==> config.mk <==
export PLATFORM = sky130hd
export DESIGN_NAME = parallel_2_serial_spi
export DESIGN_NICKNAME = d
export VERILOG_FILES = /design/src/rtl/parallel_2_serial_spi.sv
export SDC_FILE = /design/constraint.sdc
export NUM_CORES = 1
export LEC_CHECK = 0
export CAP_MARGIN = 30
export CORE_ASPECT_RATIO = 2
export CORE_MARGIN = 2
export CORE_UTILIZATION = 53
export CTS_BUF_LIST = sky130_fd_sc_hd__clkbuf_4 sky130_fd_sc_hd__clkbuf_8 sky130_fd_sc_hd__clkbuf_16
export DETAILED_ROUTE_END_ITERATION = 8
export GPL_TIMING_DRIVEN = 0
export PLACE_DENSITY = 0.86
export SETUP_SLACK_MARGIN = 0.2
export SLEW_MARGIN = 20
export SYNTH_ARGS = -nofsm -noshare
export SYNTH_HDL_FRONTEND = slang
export SYNTH_SLANG_ARGS = --single-unit
==> constraint.sdc <==
create_clock -name clk -period 2 [get_ports clk]
set_input_delay 0.2 -clock clk [delete_from_list [all_inputs] [get_ports clk]]
set_output_delay 0.2 -clock clk [all_outputs]
set_load 0.005 [all_outputs]
==> src/rtl/parallel_2_serial_spi.sv <==
// SPI mode-0 transmit serializer: accepts one word over valid/ready and drives
// a single CS-framed burst of WORD_W SCK pulses, MSB first, from the system clock.
module parallel_2_serial_spi #(
  parameter int WORD_W    = 16,
  parameter int CLK_DIV   = 5,
  parameter int CS_SETUP  = 2,
  parameter int CS_HOLD   = 2,
  parameter int CS_IDLE   = 2,
  parameter int BYTE_SWAP = 1
) (
  input  logic              clk,
  input  logic              rst_n,
  input  logic [WORD_W-1:0] tx_data,
  input  logic              tx_valid,
  output logic              tx_ready,
  output logic              tx_done,
  output logic              busy,
  output logic              spi_cs,
  output logic              spi_sck,
  output logic              spi_mosi
);

  localparam int MAX_A   = (CS_SETUP > CLK_DIV) ? CS_SETUP : CLK_DIV;
  localparam int MAX_B   = (CS_HOLD > CS_IDLE) ? CS_HOLD : CS_IDLE;
  localparam int CNT_MAX = (MAX_A > MAX_B) ? MAX_A : MAX_B;
  localparam int CNT_W   = (CNT_MAX > 1) ? $clog2(CNT_MAX) : 1;
  localparam int BIT_W   = (WORD_W > 1) ? $clog2(WORD_W) : 1;

  localparam logic [CNT_W-1:0] CNT_ZERO   = CNT_W'(0);
  localparam logic [CNT_W-1:0] CNT_ONE    = CNT_W'(1);
  localparam logic [CNT_W-1:0] SETUP_LAST = CNT_W'(CS_SETUP - 1);
  localparam logic [CNT_W-1:0] DIV_LAST   = CNT_W'(CLK_DIV - 1);
  localparam logic [CNT_W-1:0] HOLD_LAST  = CNT_W'(CS_HOLD - 1);
  localparam logic [CNT_W-1:0] IDLE_LAST  = CNT_W'((CS_IDLE > 0) ? CS_IDLE - 1 : 0);
  localparam logic [BIT_W-1:0] BIT_ZERO   = BIT_W'(0);
  localparam logic [BIT_W-1:0] BIT_ONE    = BIT_W'(1);
  localparam logic [BIT_W-1:0] BIT_LAST   = BIT_W'(WORD_W - 1);

  typedef enum logic [2:0] {
    ST_IDLE  = 3'd0,
    ST_SETUP = 3'd1,
    ST_SHIFT = 3'd2,
    ST_HOLD  = 3'd3,
    ST_GAP   = 3'd4
  } state_t;

  // Reverses byte order so the far-end receiver's own swap restores the word.
  function automatic logic [WORD_W-1:0] swap_bytes(input logic [WORD_W-1:0] w);
    logic [WORD_W-1:0] r;
    r = w;
    for (int i = 0; i < WORD_W / 8; i++) begin
      r[i*8 +: 8] = w[(WORD_W/8 - 1 - i)*8 +: 8];
    end
    return r;
  endfunction

  state_t            state_r;
  logic [CNT_W-1:0]  cnt_r;
  logic [BIT_W-1:0]  bit_cnt_r;
  logic [WORD_W-1:0] shreg_r;
  logic              cs_r;
  logic              sck_r;
  logic              mosi_r;
  logic              done_r;
  logic [WORD_W-1:0] load_word_s;

  // Selects the word image that gets loaded into the shift register.
  always_comb begin
    load_word_s = tx_data;
    if (BYTE_SWAP != 0) begin
      load_word_s = swap_bytes(tx_data);
    end else begin
      load_word_s = tx_data;
    end
  end

  // Frame sequencer; every SPI pin and the done pulse come straight from flops.
  always_ff @(posedge clk or negedge rst_n) begin
    if (!rst_n) begin
      state_r   <= ST_IDLE;
      cnt_r     <= CNT_ZERO;
      bit_cnt_r <= BIT_ZERO;
      shreg_r   <= '0;
      cs_r      <= 1'b1;
      sck_r     <= 1'b0;
      mosi_r    <= 1'b0;
      done_r    <= 1'b0;
    end else begin
      done_r <= 1'b0;
      case (state_r)
        ST_IDLE: begin
          cnt_r     <= CNT_ZERO;
          bit_cnt_r <= BIT_ZERO;
          if (tx_valid) begin
            shreg_r <= load_word_s;
            mosi_r  <= load_word_s[WORD_W-1];
            cs_r    <= 1'b0;
            sck_r   <= 1'b0;
            state_r <= ST_SETUP;
          end
        end
        ST_SETUP: begin
          if (cnt_r == SETUP_LAST) begin
            cnt_r   <= CNT_ZERO;
            state_r <= ST_SHIFT;
          end else begin
            cnt_r <= cnt_r + CNT_ONE;
          end
        end
        ST_SHIFT: begin
          if (cnt_r == DIV_LAST) begin
            cnt_r <= CNT_ZERO;
            if (!sck_r) begin
              sck_r <= 1'b1;
            end else begin
              sck_r <= 1'b0;
              // The final falling edge leaves the last bit parked on mosi.
              if (bit_cnt_r == BIT_LAST) begin
                state_r <= ST_HOLD;
              end else begin
                bit_cnt_r <= bit_cnt_r + BIT_ONE;
                shreg_r   <= {shreg_r[WORD_W-2:0], 1'b0};
                mosi_r    <= shreg_r[WORD_W-2];
              end
            end
          end else begin
            cnt_r <= cnt_r + CNT_ONE;
          end
        end
        ST_HOLD: begin
          if (cnt_r == HOLD_LAST) begin
            cnt_r  <= CNT_ZERO;
            cs_r   <= 1'b1;
            mosi_r <= 1'b0;
            done_r <= 1'b1;
            if (CS_IDLE == 0) begin
              state_r <= ST_IDLE;
            end else begin
              state_r <= ST_GAP;
            end
          end else begin
            cnt_r <= cnt_r + CNT_ONE;
          end
        end
        ST_GAP: begin
          if (cnt_r == IDLE_LAST) begin
            cnt_r   <= CNT_ZERO;
            state_r <= ST_IDLE;
          end else begin
            cnt_r <= cnt_r + CNT_ONE;
          end
        end
        default: begin
          state_r <= ST_IDLE;
          cnt_r   <= CNT_ZERO;
          cs_r    <= 1'b1;
          sck_r   <= 1'b0;
          mosi_r  <= 1'b0;
        end
      endcase
    end
  end

  assign tx_ready = (state_r == ST_IDLE);
  assign busy     = (state_r != ST_IDLE);
  assign tx_done  = done_r;
  assign spi_cs   = cs_r;
  assign spi_sck  = sck_r;
  assign spi_mosi = mosi_r;

endmodule

Word level (Yosys, flattened, before mapping)
Cells that the tools add are included.
- register bits after elaboration: 29
- input port bits: 19
- output and inout bits: 6
- add/subtract/negate cells: 2
- equality and inequality tests: 15
- muxes and demuxes: 34
- bitwise operators: 3
- reductions and logical operators: 12
- operators with widths (kind ; number):
    15-bit two-way mux ; 4
    15-bit one-hot mux with 2 select lines ; 1
    3-bit two-way mux ; 9
    2-bit inequality test (second input constant) ; 8
    3-bit one-hot mux with 5 select lines ; 1
    4-bit two-way mux ; 3
    1-bit two-way mux ; 11
    4-bit one-hot mux with 2 select lines ; 1
    7-bit AND reduction ; 1
    3-bit by 1-bit equality test with 1-bit output (second input constant) ; 2
    3-bit by 2-bit equality test with 1-bit output (second input constant) ; 2
    3-bit equality test (second input constant) ; 2
    1-bit one-hot mux with 3 select lines ; 2
    3-bit one-hot mux with 2 select lines ; 1
    3-bit AND reduction ; 2
    6-bit AND reduction ; 1
    3-bit OR reduction ; 2
    5-bit AND reduction ; 1
    4-bit by 1-bit adder with 4-bit output (second input constant) ; 1
    4-bit equality test (second input constant) ; 1
    1-bit one-hot mux with 4 select lines ; 1
    4-bit AND reduction ; 1
    3-bit by 1-bit adder with 3-bit output (second input constant) ; 1
    3-bit zero test ; 1
    other kinds (4) ; 6

Logic depth before layout (Yosys ltp)
Gate-level depths: netlist (run 1).
- depth after elaboration: 5
- mapped depth: 7

Worst setup path before layout (run 1)
OpenSTA, ideal clock, no wires.
- path type: register -> register
- from: register bit_cnt_r[0]
- to: register shreg_r[0]
- library setup time: 0.076 ns
- arrival time: 1.500 ns
- data required time: 1.924 ns
- slack: 0.424 ns
- cell stages (with the launch flop): 7
- buffers on the path: 1
- cells stage by stage: dfrtp_1 ha_1 and4_4 a2111oi_4 buf_4 nand3_1 o21ai_1
- cells in the longest elaborated chain, start to end: 3
- RTL lines (element ; RTL line ; source):
    from (decl) ; 59 ; logic [BIT_W-1:0] bit_cnt_r;
    from (signal assigned) ; 121 ; bit_cnt_r <= bit_cnt_r + BIT_ONE;
    4-bit equality test ; 118 ; if (bit_cnt_r == BIT_LAST) begin
    2-bit inequality test (no line) ; n/a ;
    5-bit AND reduction (no line) ; n/a ;
    to (signal assigned) ; 95 ; shreg_r <= load_word_s;
    to (signal assigned) ; 122 ; shreg_r <= {shreg_r[WORD_W-2:0], 1'b0};
    to (decl) ; 60 ; logic [WORD_W-1:0] shreg_r;
Every way passes these cells.
A chain may end at the register's enable or synchronous reset.

Worst setup path in the final report (run 1)
- from: register state_r[2]
- to: output port tx_ready
- cells in the longest elaborated chain, start to end: 1
- RTL lines (element ; RTL line ; source):
    from (decl) ; 57 ; state_t state_r;
    from (signal assigned) ; 80 ; state_r <= ST_IDLE;
    from (signal assigned) ; 99 ; state_r <= ST_SETUP;
    from (signal assigned) ; 105 ; state_r <= ST_SHIFT;
    3-bit zero test ; 164 ; assign tx_ready = (state_r == ST_IDLE);
    to (decl) ; 15 ; output logic tx_ready,
Every way passes these cells.

==> metrics.cfg, run 1 <==
[logic_synthesis]
ys_async_sr_fraction_pct = 100.0
synthMostInstantiatedCell = dfrtp_1
syn-num-nets = 177
netlist_instances = 154
synth_edf_count = 0
yosysSeqAreaShare_pct = 46.07
synth_area_per_cell_um2 = 10.25
synth_area_leaders = dfrtp_1 44%, mux2i_1 9.5%, a21oi_2 5.0%
yosys_warnings = 0
ys.flop_type = dfrtp_1
yosysUniqueCellTypes = 40
synth_common_cells = 28 x dfrtp_1, 21 x nor2_1, 15 x mux2i_1, 9 x a21oi_2, 9 x inv_1
synth_top_area_share_pct = 44.41
ys_seq_elements = 29
syn_area_um2 = 1578
netlist.top_cell.by_area = dfrtp_1

[grt]
antenna_found_initial = 0
grt_pass1_wl_mm = 5.782
grtUsageTotal_pct = 22.67
grt_overflow = 0
grt_pass1_vias = 1277
grt_max_degree = 30

[timing]
setup_viol = 0
fin_tns_setup_ps = 0
fin_crit_sh_pct = 86.88
hold_viol = 0
slew_headroom_pct = 56.73
slew_viol_final = 0
rsz0062_at_grt = no
worst_pin_slew_ps = 649.1
fin_skew_ps = 10.02
period_minus_slack_ps = 1738
max_freq_mhz = 575.5

[floorplan]
dieArea_um2 = 3456
initial_core_util_pct = 54.26
io_pins = 25
num_rows = 28
die_w_um = 42.58
die_h_um = 81.16
core-area_um2 = 2908

[cts]
cts_tree = yes
h-tree-depth = 2
ctsRootBufferMaster = clkbuf_8
cts_sinks = 29
clkTransAtPathRegs_ps = 70
worstSkewPairLatency_ps = 290
cts_buffers = 5
cts_buffer_depth = 2

[placement]
dpl.hpwl_mm = 2.636
gp_congestion = 0.9301
io_buffer_count = 24

[critical_path]
cp-startpoint = state_r[2]$_DFFE_PN0P_
crit_type = flip-flop to output pin
rr_startpoint = bit_cnt_r[0]$_DFFE_PN0P_
cp_max_fo = 6
crit_required_ps = 1800
end_kind = output pin
critPathArrivalTime_ps = 1540
start_kind = flip-flop

[route]
drt-initial-drc-count = 46
drc = 0
ant_nets = 0
drtPass1Iterations = 4
drt_wl_total_mm = 3.669
vias = 1359
wire_per_inst_um = 16.23
vias_per_cell = 6.013

[job]
maxCapViolCount = 0

[power]
finalPower_uw = 1158
p_sw_share_pct = 22.67
powerDensity_nw_per_um2 = 568.5
pwr-share-seq_pct = 52.2
pwr-share-clk_pct = 41.7
leakage_uw = 0.0008575
p_comb_share_pct = 6.1
p_sw_uw = 262.5
internal_power_uw = 895.5
ir_worst_vdd_uv = 543.7

[final_layout]
final_net_count = 218
diodes = 0
drive_gt1_share_pct = 22.96
syn_to_final_growth_pct = 29.10

[hold_path]
hold_class = input pin to async pin

[outcome]
outcome = finished clean

[flip-flops by register name (all words and copies together), names as in the netlist]
signal	count
spi_sck	1
cnt_r	3
spi_cs	1
tx_done	1
spi_mosi	1
bit_cnt_r	4
shreg_r	15
state_r	3
[routing by layer]
layer  wire (um)  GRT usage (%)  share of wire [%]
met1        1317          22.32                 36
met2        2064          41.38                 56
met3         119          4.222                3.2
met4         168          15.63                4.6
met5           0              0                  0
[cell usage in the layout (no fill, tap or decap), drive strengths merged, types with 3 or more instances in the layout]
cell and count:
dfrtp 28, a21o 3, o21ai 6, clkbuf 7
ha 4, mux2i 15, inv 8, nand3 5
nor2 22, clkdlybuf4s50 23, buf 18, a21oi 17
nand2 6, nor3b 3
[worst paths after layout]
kind                                     endpoint  slack, ps  cells past startpoint
setup / recovery                         tx_ready        260                      4
hold / removal             state_r[1]$_DFFE_PN0P_        470                      2
setup reg to reg           shreg_r[0]$_DFFE_PN0P_        270                      7
hold reg to reg                cnt_r[0]$_DFF_PN0_        490                      1
max in group asynchronous  state_r[2]$_DFFE_PN0P_       1070                      2
min in group clk               cnt_r[0]$_DFF_PN0_        490                      1
[power by group through the flow]
stage	clock network, uW	registers, uW	logic, uW
after floorplan	0	613	18.8
after global placement	0	614	70.0
after detailed placement	0	615	70.4
after CTS	485	605	72.2
after global routing	512	605	78.4
final	483	605	70.8
[logic make-up after synthesis]
| family | count (synthesis) | share of synthesized area, % |
|---|---|---|
| and+or+nand+nor | 48 | 15.31 |
| AOI/OAI and AO/OA | 37 | 17.77 |
| DFF | 29 | 46.07 |
| buffers and inverters | 18 | 6.344 |
| muxes | 16 | 10.23 |
| adders and majority gates | 4 | 3.172 |
| xor gates and xnor gates | 2 | 1.110 |
[stage by stage]
| step | hold slack (ps) | area [um2] | worst slack (ps) | std cells | util [%] |
|---|---|---|---|---|---|
| 2_1_floorplan | -95.59 | 1578 | 424.0 | 154 | - |
| 3_3_place_gp | 471.0 | 1856 | 260.4 | 208 | 63.81 |
| 3_5_place_dp | 256.9 | 1851 | 229.9 | 208 | 63.64 |
| 4_1_cts | 489.9 | 1956 | 206.6 | 217 | 67.25 |
| 5_1_grt | 513.8 | 2037 | 201.8 | 226 | 70.05 |
| 6_report | 469.3 | 2037 | 262.4 | 226 | 70.05 |
[final cells by class]
cell class | instances | area, um2
timing repair buffer | 34 | 312.8
inverter | 9 | 37.54
clock buffer | 6 | 76.32
multi-input combinational | 107 | 760.7
clock inverter | 2 | 10.01
fill | 218 | 870.8
tap | 30 | 37.54
buffer | 9 | 73.82
sequential | 29 | 728.2
[critical path, stage by stage, from the launching register on]
cell and delay, ps:
dfrtp_2 450, nor2_4 170, nand2_1 90, inv_1 50, clkdlybuf4s50_1 490
[timing repair]
action	4_1_cts	5_1_grt
cloned	0	1
setup endpoints to repair	1	18
gates resized for setup	2	6
pin swaps	0	2
setup buffers	0	8
endpoints found under the hold margin	28	0
hold buffers	1	0
Note: power is estimated with default switching activity, not from simulation.
==> run 2, diff against run 1 <==
- CORE_ASPECT_RATIO: 2 -> not set
- CORE_UTILIZATION: 53 -> 62
- DONT_BUFFER_PORTS: not set -> 1
- PLACE_DENSITY: 0.86 -> 0.85
- clock period: 2 -> 1.8 ns (I/O delays scaled with it)
==> run 2 against run 1 <==
Net effect: sequential power rose by 11%; sequential share of layout area rose by 0.88 points; non-clock buffer count down 12; sequential cell count is the same; register-to-register slack worse by 100 ps; hold slack worse by 430 ps; design area is 2.4% lower; critical path depth up 4; power rose by 2.2%; utilization up 11 points; first-iteration DRC count rose by 30%; combinational power shrank 33%; critical endpoint is now shreg_r[2]$_DFFE_PN0P_.
==> metrics.cfg, run 2 (synthesis gave the netlist of run 1 again) <==
[outcome]
outcome = finished clean

[critical_path]
end_kind = flip-flop
crit_type = flip-flop to flip-flop
crit_required_ps = 2030  ; +230 ps
critPathArrivalTime_ps = 1860  ; +320 ps
critPathSlowestCell = dfrtp_1
start_kind = flip-flop
cp_max_fo = 7  ; +1
critPathMaxStageDelay_ps = 390  ; -100 ps
crit_chain = inv_2 -> ha_4 -> nand3_4 -> a2111oi_4 -> buf_4 -> buf_8 -> buf_12 -> a21oi_2

[hold_path]
hold_class = input pin to flip-flop

[timing]
period_minus_slack_ps = 1634
fin_skew_ps = 12.14  ; +2.120 ps
rsz0062_at_grt = yes
slew_viol_final = 0  ; unchanged
fin_crit_sh_pct = 90.80
max_freq_mhz = 611.8
fin_tns_setup_ps = 0  ; unchanged
slew_headroom_pct = 72.83  ; +16 points
hold_viol = 0  ; unchanged
setup_viol = 0  ; unchanged
worst_pin_slew_ps = 403.9  ; -245.2 ps

[power]
powerDensity_nw_per_um2 = 595.3  ; +4.7%
finalPower_uw = 1184  ; +2.2%
leakage_uw = 0.0008451  ; -1.4%
ir_worst_vdd_uv = 601.5  ; +11%

[grt]
grt_max_degree = 30  ; unchanged
grt_overflow = 0  ; unchanged
grt_pass1_wl_mm = 5.285  ; -8.6%
grt_pass1_vias = 1169  ; -8.5%
grtUsageTotal_pct = 26.34  ; +3.7 points
antenna_found_initial = 0  ; unchanged

[route]
drtPass1Iterations = 4  ; unchanged
drt-initial-drc-count = 60  ; +30%
vias_per_cell = 6.210  ; +3.3%
ant_nets = 0  ; unchanged
vias = 1329  ; -2.2%
drc = 0  ; unchanged
drt_wl_total_mm = 3.899  ; +6.3%
wire_per_inst_um = 18.22  ; +12%

[cts]
worstSkewPairLatency_ps = 340  ; +50 ps
cts_tree = yes
cts_sinks = 29  ; unchanged
h-tree-depth = 2  ; unchanged
clkTransAtPathRegs_ps = 100  ; +30 ps
cts_buffer_depth = 2  ; unchanged
cts_buffers = 5  ; unchanged
ctsRootBufferMaster = clkbuf_4

[job]
maxCapViolCount = 0  ; unchanged

[floorplan]
num_rows = 18  ; -36%
die_h_um = 54.45  ; -33%
core-area_um2 = 2455  ; -16%
initial_core_util_pct = 64.27  ; +10 points
die_w_um = 54.45  ; +28%
io_pins = 25  ; unchanged
dieArea_um2 = 2964  ; -14%

[placement]
dpl.hpwl_mm = 2.151  ; -18%
gp_congestion = 0.8000  ; -14%
io_buffer_count = 0  ; -100%

[final_layout]
final_cell_mix = 27 x dfrtp_1, 18 x buf_4, 16 x nor2_1
regMostFlops = shreg_r
diodes = 0  ; unchanged
fin_util_pct = 80.99  ; +11 points
largest_reg_flops = 15  ; unchanged
largest_registers = shreg_r (15), bit_cnt_r (4)
final_common_cell = dfrtp_1
syn_to_final_growth_pct = 26.01
drive_gt1_share_pct = 39.13  ; +16 points
final_net_count = 206  ; -5.5%
fillers = 132  ; -39%

[run 2: cell types whose count changed in the layout (fill, tap and decap cells not counted), sizes merged]
cell / previous run / this run
clkdlybuf4s50: 23 / 0
buf: 18 / 28
clkbuf: 7 / 8
clkinv: 2 / 1
clkinvlp: 1 / 0
dlygate4sd3: 1 / 2
inv: 8 / 9
[run 2: critical path: cells and delay by family, from the launching register on]
family                   cells  cell delay (ps)
adder cells (fa/ha/maj)      1              160
AND/OR/NAND/NOR              1               90
buffers and inverters        4              540
flip-flops                   1              390
AO/OA/AOI/OAI                2              340
[run 2: cell type report]
| type | instances | area, um2 | area share (%) |
|---|---|---|---|
| timing repair buffer | 22 | 202.7 | 10.20 |
| sequential | 29 | 728.2 | 36.63 |
| tap | 30 | 37.54 | 1.888 |
| inverter | 9 | 33.78 | 1.699 |
| multi-input combinational | 107 | 838.3 | 42.16 |
| buffer | 9 | 77.57 | 3.902 |
| clock inverter | 1 | 5.005 | 0.2517 |
| clock buffer | 7 | 65.06 | 3.272 |
[run 2: where the power goes]
| part | total, uW | internal (uW) | switching (uW) | leakage [uW] |
|---|---|---|---|---|
| registers | 672 | 664 | 8.63 | 0.000367 |
| clock network | 464 | 226 | 238 | 0.0000413 |
| logic | 47.4 | 20.9 | 26.5 | 0.000437 |
[run 2: per-layer routing]
layer	vias to the layer above	track usage [%]	wire length, um	share of wire (%)
li1	610	-	-	-
met1	644	32.04	1661	43
met2	60	41.97	1901	49
met3	15	6.011	219	5.6
met4	0	16.67	116	3.0
met5	-	0	0	0
[run 2: stage by stage]
step	worst slack, ps	cells	cell area [um2]	hold WS, ps
after floorplan	224.0	154	1578	-115.6
after global placement	118.9	184	1615	-114.9
after detailed placement	54.92	184	1615	-115.0
after CTS	174.0	206	1886	45.30
after global routing	83.18	214	1988	44.72
final	165.6	214	1988	40.93
[run 2: final timing paths]
path	startpoint	end	slack, ps	cells after the start
hold reg to reg	shreg_r[7]$_DFFE_PN0P_	shreg_r[7]$_DFFE_PN0P_	530	2
setup / recovery	cnt_r[1]$_DFF_PN0_	shreg_r[2]$_DFFE_PN0P_	170	8
hold / removal	tx_data[1]	shreg_r[9]$_DFFE_PN0P_	40	2
max in group asynchronous	rst_n	spi_cs$_DFFE_PN1P_	1290	2
setup reg to reg	cnt_r[1]$_DFF_PN0_	shreg_r[2]$_DFFE_PN0P_	170	8
min in group asynchronous	rst_n	shreg_r[14]$_DFFE_PN0P_	270	2
[run 2: repair_timing]
action | 4_1_cts | 5_1_grt
hold endpoints to repair | 30 | 0
gates resized for setup | 18 | 12
gates cloned | 1 | 0
pin swaps | 4 | 10
hold buffers | 3 | 0
setup buffers | 10 | 8
endpoints found under the setup margin | 18 | 20
